`src/rtl/fpu_pkg.sv`:
```
// Shared FPU constants and the sequential divider's state encoding.
// Special-value encodings here match the adder.
package fpu_pkg;

  localparam int EXP_W = 8;
  localparam int MAN_W = 23;
  localparam int BIAS  = 127;

  localparam logic [31:0] QNAN_INVALID = 32'hFFC0_0000;

  typedef enum logic [1:0] {
    IDLE,
    DIV,
    ROUND,
    DONE
  } div_state_t;

endpackage

```
`src/rtl/fdiv_seq_if.sv`:
```
// Operand/result handshake bundle for the sequential divider.
// The core drives the master side.
interface fdiv_seq_if;

  logic        in_valid;
  logic        in_ready;
  logic [31:0] x1;
  logic [31:0] x2;
  logic        out_valid;
  logic        out_ready;
  logic [31:0] y;
  logic        ovf;
  logic        dz;

  modport master (
    output in_valid, x1, x2, out_ready,
    input  in_ready, out_valid, y, ovf, dz
  );

  modport slave (
    input  in_valid, x1, x2, out_ready,
    output in_ready, out_valid, y, ovf, dz
  );

endinterface

```
`src/rtl/fdiv_special_case.sv`:
```
// Combinational classifier for NaN/inf/zero operand pairs; subnormals count as zero.
// Produces the final quotient directly when no iteration is needed.
module fdiv_special_case
  import fpu_pkg::*;
(
  input  logic [31:0] x1,
  input  logic [31:0] x2,
  output logic        is_special,
  output logic [31:0] y,
  output logic        dz
);

  logic             s1, s2, s;
  logic [EXP_W-1:0] e1, e2;
  logic [MAN_W-1:0] m1, m2;
  logic             nan1, nan2, inf1, inf2, zero1, zero2;

  assign {s1, e1, m1} = x1;
  assign {s2, e2, m2} = x2;
  assign s = s1 ^ s2;

  assign nan1  = (&e1) && (m1 != '0);
  assign nan2  = (&e2) && (m2 != '0);
  assign inf1  = (&e1) && (m1 == '0);
  assign inf2  = (&e2) && (m2 == '0);
  assign zero1 = (e1 == '0);
  assign zero2 = (e2 == '0);

  // NaN payloads are quieted by forcing the top mantissa bit
  always_comb begin
    is_special = 1'b1;
    y          = '0;
    dz         = 1'b0;
    if (nan1) begin
      y = {s1, {EXP_W{1'b1}}, 1'b1, m1[MAN_W-2:0]};
    end else if (nan2) begin
      y = {s2, {EXP_W{1'b1}}, 1'b1, m2[MAN_W-2:0]};
    end else if ((inf1 && inf2) || (zero1 && zero2)) begin
      y = QNAN_INVALID;
    end else if (inf1) begin
      y = {s, {EXP_W{1'b1}}, {MAN_W{1'b0}}};
    end else if (inf2 || zero1) begin
      y = {s, {(EXP_W+MAN_W){1'b0}}};
    end else if (zero2) begin
      y  = {s, {EXP_W{1'b1}}, {MAN_W{1'b0}}};
      dz = 1'b1;
    end else begin
      is_special = 1'b0;
    end
  end

endmodule

```
`src/rtl/fdiv_seq.sv`:
```
// Multi-cycle binary32 divider: restoring division, one quotient bit per cycle,
// then a single round-to-nearest-even step before the result is presented.
module fdiv_seq
  import fpu_pkg::*;
(
  input  logic       clk,
  input  logic       rst,
  fdiv_seq_if.slave  bus
);

  localparam logic [4:0]        LAST_STEP = 5'd25;
  localparam logic signed [9:0] BIAS_E    = 10'(BIAS);

  div_state_t        state, state_next;
  logic [4:0]        cnt;
  logic [25:0]       q;
  logic [24:0]       r;
  logic [23:0]       mb;
  logic signed [9:0] exp_q;
  logic              sign;
  logic [31:0]       y_r;
  logic              ovf_r, dz_r;

  logic              sp_is_special;
  logic [31:0]       sp_y;
  logic              sp_dz;
  logic              accept;

  fdiv_special_case u_special (
    .x1         (bus.x1),
    .x2         (bus.x2),
    .is_special (sp_is_special),
    .y          (sp_y),
    .dz         (sp_dz)
  );

  assign accept = bus.in_valid && (state == IDLE);

  always_comb begin
    state_next    = state;
    bus.in_ready  = 1'b0;
    bus.out_valid = 1'b0;
    case (state)
      IDLE: begin
        bus.in_ready = 1'b1;
        if (accept) state_next = sp_is_special ? DONE : DIV;
      end
      DIV:   if (cnt == LAST_STEP) state_next = ROUND;
      ROUND: state_next = DONE;
      DONE: begin
        bus.out_valid = 1'b1;
        if (bus.out_ready) state_next = IDLE;
      end
      default: state_next = IDLE;
    endcase
  end

  logic        r_ge;
  logic [24:0] r_sub;

  assign r_ge  = (r >= {1'b0, mb});
  assign r_sub = r_ge ? (r - {1'b0, mb}) : r;

  logic [22:0]       frac_pre, frac;
  logic              guard, sticky, round_up, carry;
  logic signed [9:0] exp_adj, exp_fin;
  logic [31:0]       y_norm;
  logic              ovf_norm;

  // q[25] set means the quotient landed in [1,2); otherwise renormalise by one
  always_comb begin
    if (q[25]) begin
      frac_pre = q[24:2];
      guard    = q[1];
      sticky   = q[0] | (r != '0);
      exp_adj  = exp_q;
    end else begin
      frac_pre = q[23:1];
      guard    = q[0];
      sticky   = (r != '0);
      exp_adj  = exp_q - 10'sd1;
    end
    round_up      = guard & (sticky | frac_pre[0]);
    {carry, frac} = {1'b0, frac_pre} + {23'd0, round_up};
    exp_fin       = carry ? (exp_adj + 10'sd1) : exp_adj;
    ovf_norm      = 1'b0;
    if (exp_fin >= 10'sd255) begin
      y_norm   = {sign, 8'hFF, 23'd0};
      ovf_norm = 1'b1;
    end else if (exp_fin <= 10'sd0) begin
      y_norm = {sign, 31'd0};
    end else begin
      y_norm = {sign, exp_fin[7:0], frac};
    end
  end

  always_ff @(posedge clk or posedge rst) begin
    if (rst) begin
      state <= IDLE;
      cnt   <= '0;
      q     <= '0;
      r     <= '0;
      mb    <= '0;
      exp_q <= '0;
      sign  <= 1'b0;
      y_r   <= '0;
      ovf_r <= 1'b0;
      dz_r  <= 1'b0;
    end else begin
      state <= state_next;
      case (state)
        IDLE: if (accept) begin
          sign  <= bus.x1[31] ^ bus.x2[31];
          exp_q <= $signed({2'b00, bus.x1[30:23]}) - $signed({2'b00, bus.x2[30:23]}) + BIAS_E;
          r     <= {2'b01, bus.x1[22:0]};
          mb    <= {1'b1, bus.x2[22:0]};
          q     <= '0;
          cnt   <= '0;
          if (sp_is_special) begin
            y_r   <= sp_y;
            ovf_r <= 1'b0;
            dz_r  <= sp_dz;
          end
        end
        DIV: begin
          q   <= {q[24:0], r_ge};
          r   <= r_sub << 1;
          cnt <= (cnt == LAST_STEP) ? 5'd0 : cnt + 5'd1;
        end
        ROUND: begin
          y_r   <= y_norm;
          ovf_r <= ovf_norm;
          dz_r  <= 1'b0;
        end
        default: ;
      endcase
    end
  end

  assign bus.y   = y_r;
  assign bus.ovf = ovf_r;
  assign bus.dz  = dz_r;

endmodule

```
`src/flat_wrapper.sv`:
```
// flat-port wrapper written by rule: the top's interface ports become plain ports
module fdiv_seq_flat import fpu_pkg::*;
  (clk, rst, bus_in_valid, bus_x1, bus_x2, bus_out_ready, bus_in_ready, bus_out_valid, bus_y, bus_ovf, bus_dz);
  fdiv_seq_if bus_i ();
  input  logic clk;
  input  logic rst;
  input wire logic [$bits(bus_i.in_valid)-1:0] bus_in_valid;
  input wire logic [$bits(bus_i.x1)-1:0] bus_x1;
  input wire logic [$bits(bus_i.x2)-1:0] bus_x2;
  input wire logic [$bits(bus_i.out_ready)-1:0] bus_out_ready;
  output wire logic [$bits(bus_i.in_ready)-1:0] bus_in_ready;
  output wire logic [$bits(bus_i.out_valid)-1:0] bus_out_valid;
  output wire logic [$bits(bus_i.y)-1:0] bus_y;
  output wire logic [$bits(bus_i.ovf)-1:0] bus_ovf;
  output wire logic [$bits(bus_i.dz)-1:0] bus_dz;
  assign bus_i.in_valid = bus_in_valid;
  assign bus_i.x1 = bus_x1;
  assign bus_i.x2 = bus_x2;
  assign bus_i.out_ready = bus_out_ready;
  assign bus_in_ready = bus_i.in_ready;
  assign bus_out_valid = bus_i.out_valid;
  assign bus_y = bus_i.y;
  assign bus_ovf = bus_i.ovf;
  assign bus_dz = bus_i.dz;
  fdiv_seq u_core (.clk(clk), .rst(rst), .bus(bus_i));
endmodule
```
`config.mk`:
```
export PLATFORM = sky130hd
export DESIGN_NAME = fdiv_seq_flat
export DESIGN_NICKNAME = d
export VERILOG_FILES = /design/src/rtl/fpu_pkg.sv /design/src/rtl/fdiv_seq_if.sv /design/src/rtl/fdiv_special_case.sv /design/src/rtl/fdiv_seq.sv /design/src/flat_wrapper.sv
export SDC_FILE = /design/constraint.sdc
export NUM_CORES = 1
export LEC_CHECK = 0
export CAP_MARGIN = 20
export CORE_MARGIN = 5
export CORE_UTILIZATION = 50
export DETAILED_ROUTE_END_ITERATION = 10
export GPL_TIMING_DRIVEN = 0
export PLACE_DENSITY = 0.69
export SYNTH_ARGS = -nofsm -noshare
export SYNTH_HDL_FRONTEND = slang
export SYNTH_HIERARCHICAL = 1
export SYNTH_SLANG_ARGS = --single-unit
```
`constraint.sdc`:
```
create_clock -name clk -period 10.4 [get_ports clk]
set_input_delay 2.08 -clock clk [delete_from_list [all_inputs] [get_ports clk]]
set_output_delay 2.08 -clock clk [all_outputs]
set_load 0.1 [all_outputs]
```
==> metrics.txt <==
run status=complete, no violations; CP endpoint kind=flip-flop; Critical Path Sink=u_core/bus.y[30]; Worst Setup SP=bus_x2[3]; setup violators final=0; Cell variety after synth=83; synthesized instance count=roughly 1200; max incr delay on CP=0.64 ns; DRC viols=0; type of the worst setup path=in2reg; Crit path max-delay family=simple AND/OR/NAND/NOR gates; Pwr Density=roughly 350 nW/µm²; initial core utilization=50.3%; Worst Hold Class=reg2reg; DP Cell Count=roughly 1500; max_cap viols=0; largest net degree at the start of global routing=97; postcts setup bufs=0; NumNets Final=1401; unrepaired setup endpoints after global routing=false; vias in the first global route=8797; Fill cells=1788; gr ovfl total=0; final WL=around 30 mm; post-CTS sizing=0; crit share post-route=53.4%; PortBufs=103; initial antenna violation count=0; post-DR wirelength/cell=~20 µm; Num Clock Sinks=127; Bufs on Longest Clock Path=2; Hold Crit Start=u_core/sign; CP most frequent cell=nor3_1; share of layout cells above drive strength 1=8.83%; crit start category=primary input; Crit path buffers/inverters=2; Worst-Margin Slew=approximately 1 ns; number of routed nets with antenna violations=0; Ys Warns=6; CORE AREA=about 19000 µm²; Yosys top cell area share=between 30% and 40%; slowest CP cell=nor4_1; Post-synth EDFFs=0; root buffer cell=clkbuf_16; flop2flop setup slack=5.45 ns; critical path cell sequence=clkdlybuf4s50_1 -> nor4_1 -> nand4_1 -> nor3_1 -> nor3_1 -> nand2_1 -> nand3_1 -> o21ai_1 -> clkbuf_1 -> o221ai_1 -> o21a_1; Final Skew=approximately 0.0081 ns; RePlAce Congestion=~0.94; Max Transition Viols Final=0; final setup TNS=0 ns; Via Count=9317; post-DP HPWL=about 23 mm; first-pass GRT wire length=47.5 mm; Die H=approximately 150 µm; ys flop type=dfrtp_1; Max Clock Freq=0.180 GHz; worst setup margin=4.85 ns; worst slack at placement=4.64 ns; clock-pin slew on the worst setup and hold paths=0.06 ns; Die Wd=149 µm; Tot GR Track Use=27.3%; Peak VDD IR=201 µV; top cells by area, synth=dfrtp_1 (33%), nand2_1 (5.8%), ha_1 (5.4%); drt initial violations=863; post-synthesis sequential area ratio=32.8%; WP data arrival=5.87 ns; cts bufs inserted=17; reg2reg path depth=16; die area=22300 µm²; Area growth syn-to-layout=20.7%; Leak Pwr=around 5.0 nW; Core Util, Final=60.8%; FFs w/ async S/R, synth=100%; critical path peak fanout=10; I/O pin count=104; H-tree depth=4; synthesized net count=1278; Clock Latency Late Sink=0.43 ns; num rows=a little over 50; vias per cell=5.95; #FFs+latches synth=127; 1st-pass router iterations=6; Fin. Hold Viols=0; Data required, critical path=approximately 11 ns; FF-to-FF End=u_core/bus.y[22]; Reg-to-Reg Start=u_core/q[25]; clock tree from TritonCTS=built; Non-Filler Instances=roughly 1600; min Tclk post-route=5.55 ns; cell taking the most area after synthesis=dfrtp_1; Avg Cell Area, Syn=a little over 8 µm²; Post-CTS Hold Fix Bufs=0; area of the mapped netlist=9700 µm²; relative slew slack=34.1%; antenna cells=0; Worst path depth=11; worst hold slack=just under 0.5 ns
per-stage QoR:
step	instance area (µm²)	power, mW
2_1_floorplan	9700	2.81
3_5_place_dp	11100	3.47
5_1_grt	11700	4.40
6_report	11700	4.15
3_3_place_gp	11100	3.44
4_1_cts	11700	4.12
worst min-delay path by stage:
stage	endpoint	slack [ns]	cells past startpoint
final	u_core/sign	0.48	2
after detailed placement	u_core/sign	0.47	2
after global routing	u_core/bus.y[30]	0.51	1
after floorplan	u_core/mb[23]	0.42	2
after CTS	u_core/sign	0.48	2
after global placement	u_core/sign	0.47	2
power by group:
| part | internal, mW | switching (mW) | total, mW |
|---|---|---|---|
| Combinational | 0.936 | 1.74 | 2.67 |
| Sequential | 0.683 | 0.163 | 0.846 |
| Clock | 0.390 | 0.241 | 0.631 |
layout by cell type, fill, tap and decap left out, types with 4 or more instances in the layout:
| master | n |
|---|---|
| a22o_1 | 22 |
| inv_1 | 59 |
| o21a_1 | 9 |
| nand2_1 | 150 |
| nor3_1 | 20 |
| buf_4 | 7 |
| buf_1 | 7 |
| a211oi_1 | 8 |
| clkdlybuf4s50_1 | 103 |
| o21bai_1 | 4 |
| and2_1 | 6 |
| o21ai_0 | 73 |
| o22ai_1 | 21 |
| mux2_2 | 30 |
| mux2i_1 | 25 |
| nand2b_1 | 10 |
| nand3_1 | 55 |
| nor4_1 | 20 |
| a21o_1 | 24 |
| ha_1 | 42 |
| clkbuf_1 | 52 |
| dfrtp_1 | 127 |
| or2_2 | 5 |
| a31oi_1 | 6 |
| buf_6 | 6 |
| o211ai_1 | 6 |
| a21oi_1 | 85 |
| nor3b_1 | 4 |
| clkbuf_8 | 6 |
| nor2b_1 | 10 |
| and3_1 | 9 |
| or3_1 | 6 |
| xor2_1 | 32 |
| a21boi_0 | 4 |
| nor2_1 | 76 |
| nand4_1 | 15 |
| clkbuf_16 | 17 |
| o31ai_1 | 6 |
| xnor2_1 | 46 |
cell families (layout without fill, tap and decap cells):
| family | Yosys count | in the layout | share of synthesized area (%) |
|---|---|---|---|
| DFF | 127 | 127 | 32.8 |
| xor gates and xnor gates | 78 | 78 | 7.04 |
| buffers and inverters | 140 | 276 | 6.61 |
| adders and majority gates | 44 | 44 | 5.83 |
| muxes | 55 | 55 | 6.06 |
| AOI/OAI and AO/OA | 308 | 308 | 20.6 |
| and+or+nand+nor | 414 | 414 | 21.1 |
tightest hold or removal path, stage by stage (launching register included):
cell and delay (ns):
dfrtp_1 0.34, nand2_1 0.04, o21ai_0 0.06
final cells by class:
cell class / count / area, µm² / share of cell area, %
Clock inverter: 13 / 163 / 1.39
Multi-Input combinational cell: 899 / 5880 / 50.2
Clock buffer: 19 / 453 / 3.87
Timing Repair Buffer: 104 / 1060 / 9.04
Tap cell: 265 / 332 / 2.83
Inverter: 61 / 234 / 2.00
Buffer: 79 / 412 / 3.52
Sequential cell: 127 / 3180 / 27.1
synth_stat cells, drive strengths merged, types with 9 or more instances:
master  number
a21oi       86
nor3        21
nor2        78
o22ai       24
nand3       55
mux2i       25
dfrtp      127
nand2      150
nand4       16
mux2        30
and3        11
nor2b       10
nand2b      10
inv         61
a21o        24
ha          42
clkbuf      56
o21ai       75
buf         23
nor4        24
xor2        32
a211oi      10
xnor2       46
o21a         9
a22o        22
routing by layer:
metal  global-route usage, %  vias to the layer above  part of all wire [%]
met5                       0                        -                     0
met3                    6.08                       80                   7.9
met2                    41.5                      380                    44
met4                    10.8                        0                   3.6
met1                    37.9                     4460                    44
li1                        -                     4397                     -
sequential cells by signal, summed over array words and instances (netlist names):
register	flops
u_core/sign	1
u_core/cnt	5
u_core/bus.dz	1
u_core/r	25
u_core/exp_q	10
u_core/state	2
u_core/bus.y	32
u_core/q	26
u_core/bus.ovf	1
u_core/mb	24
No activity file was read; power rests on OpenSTA's default activity.
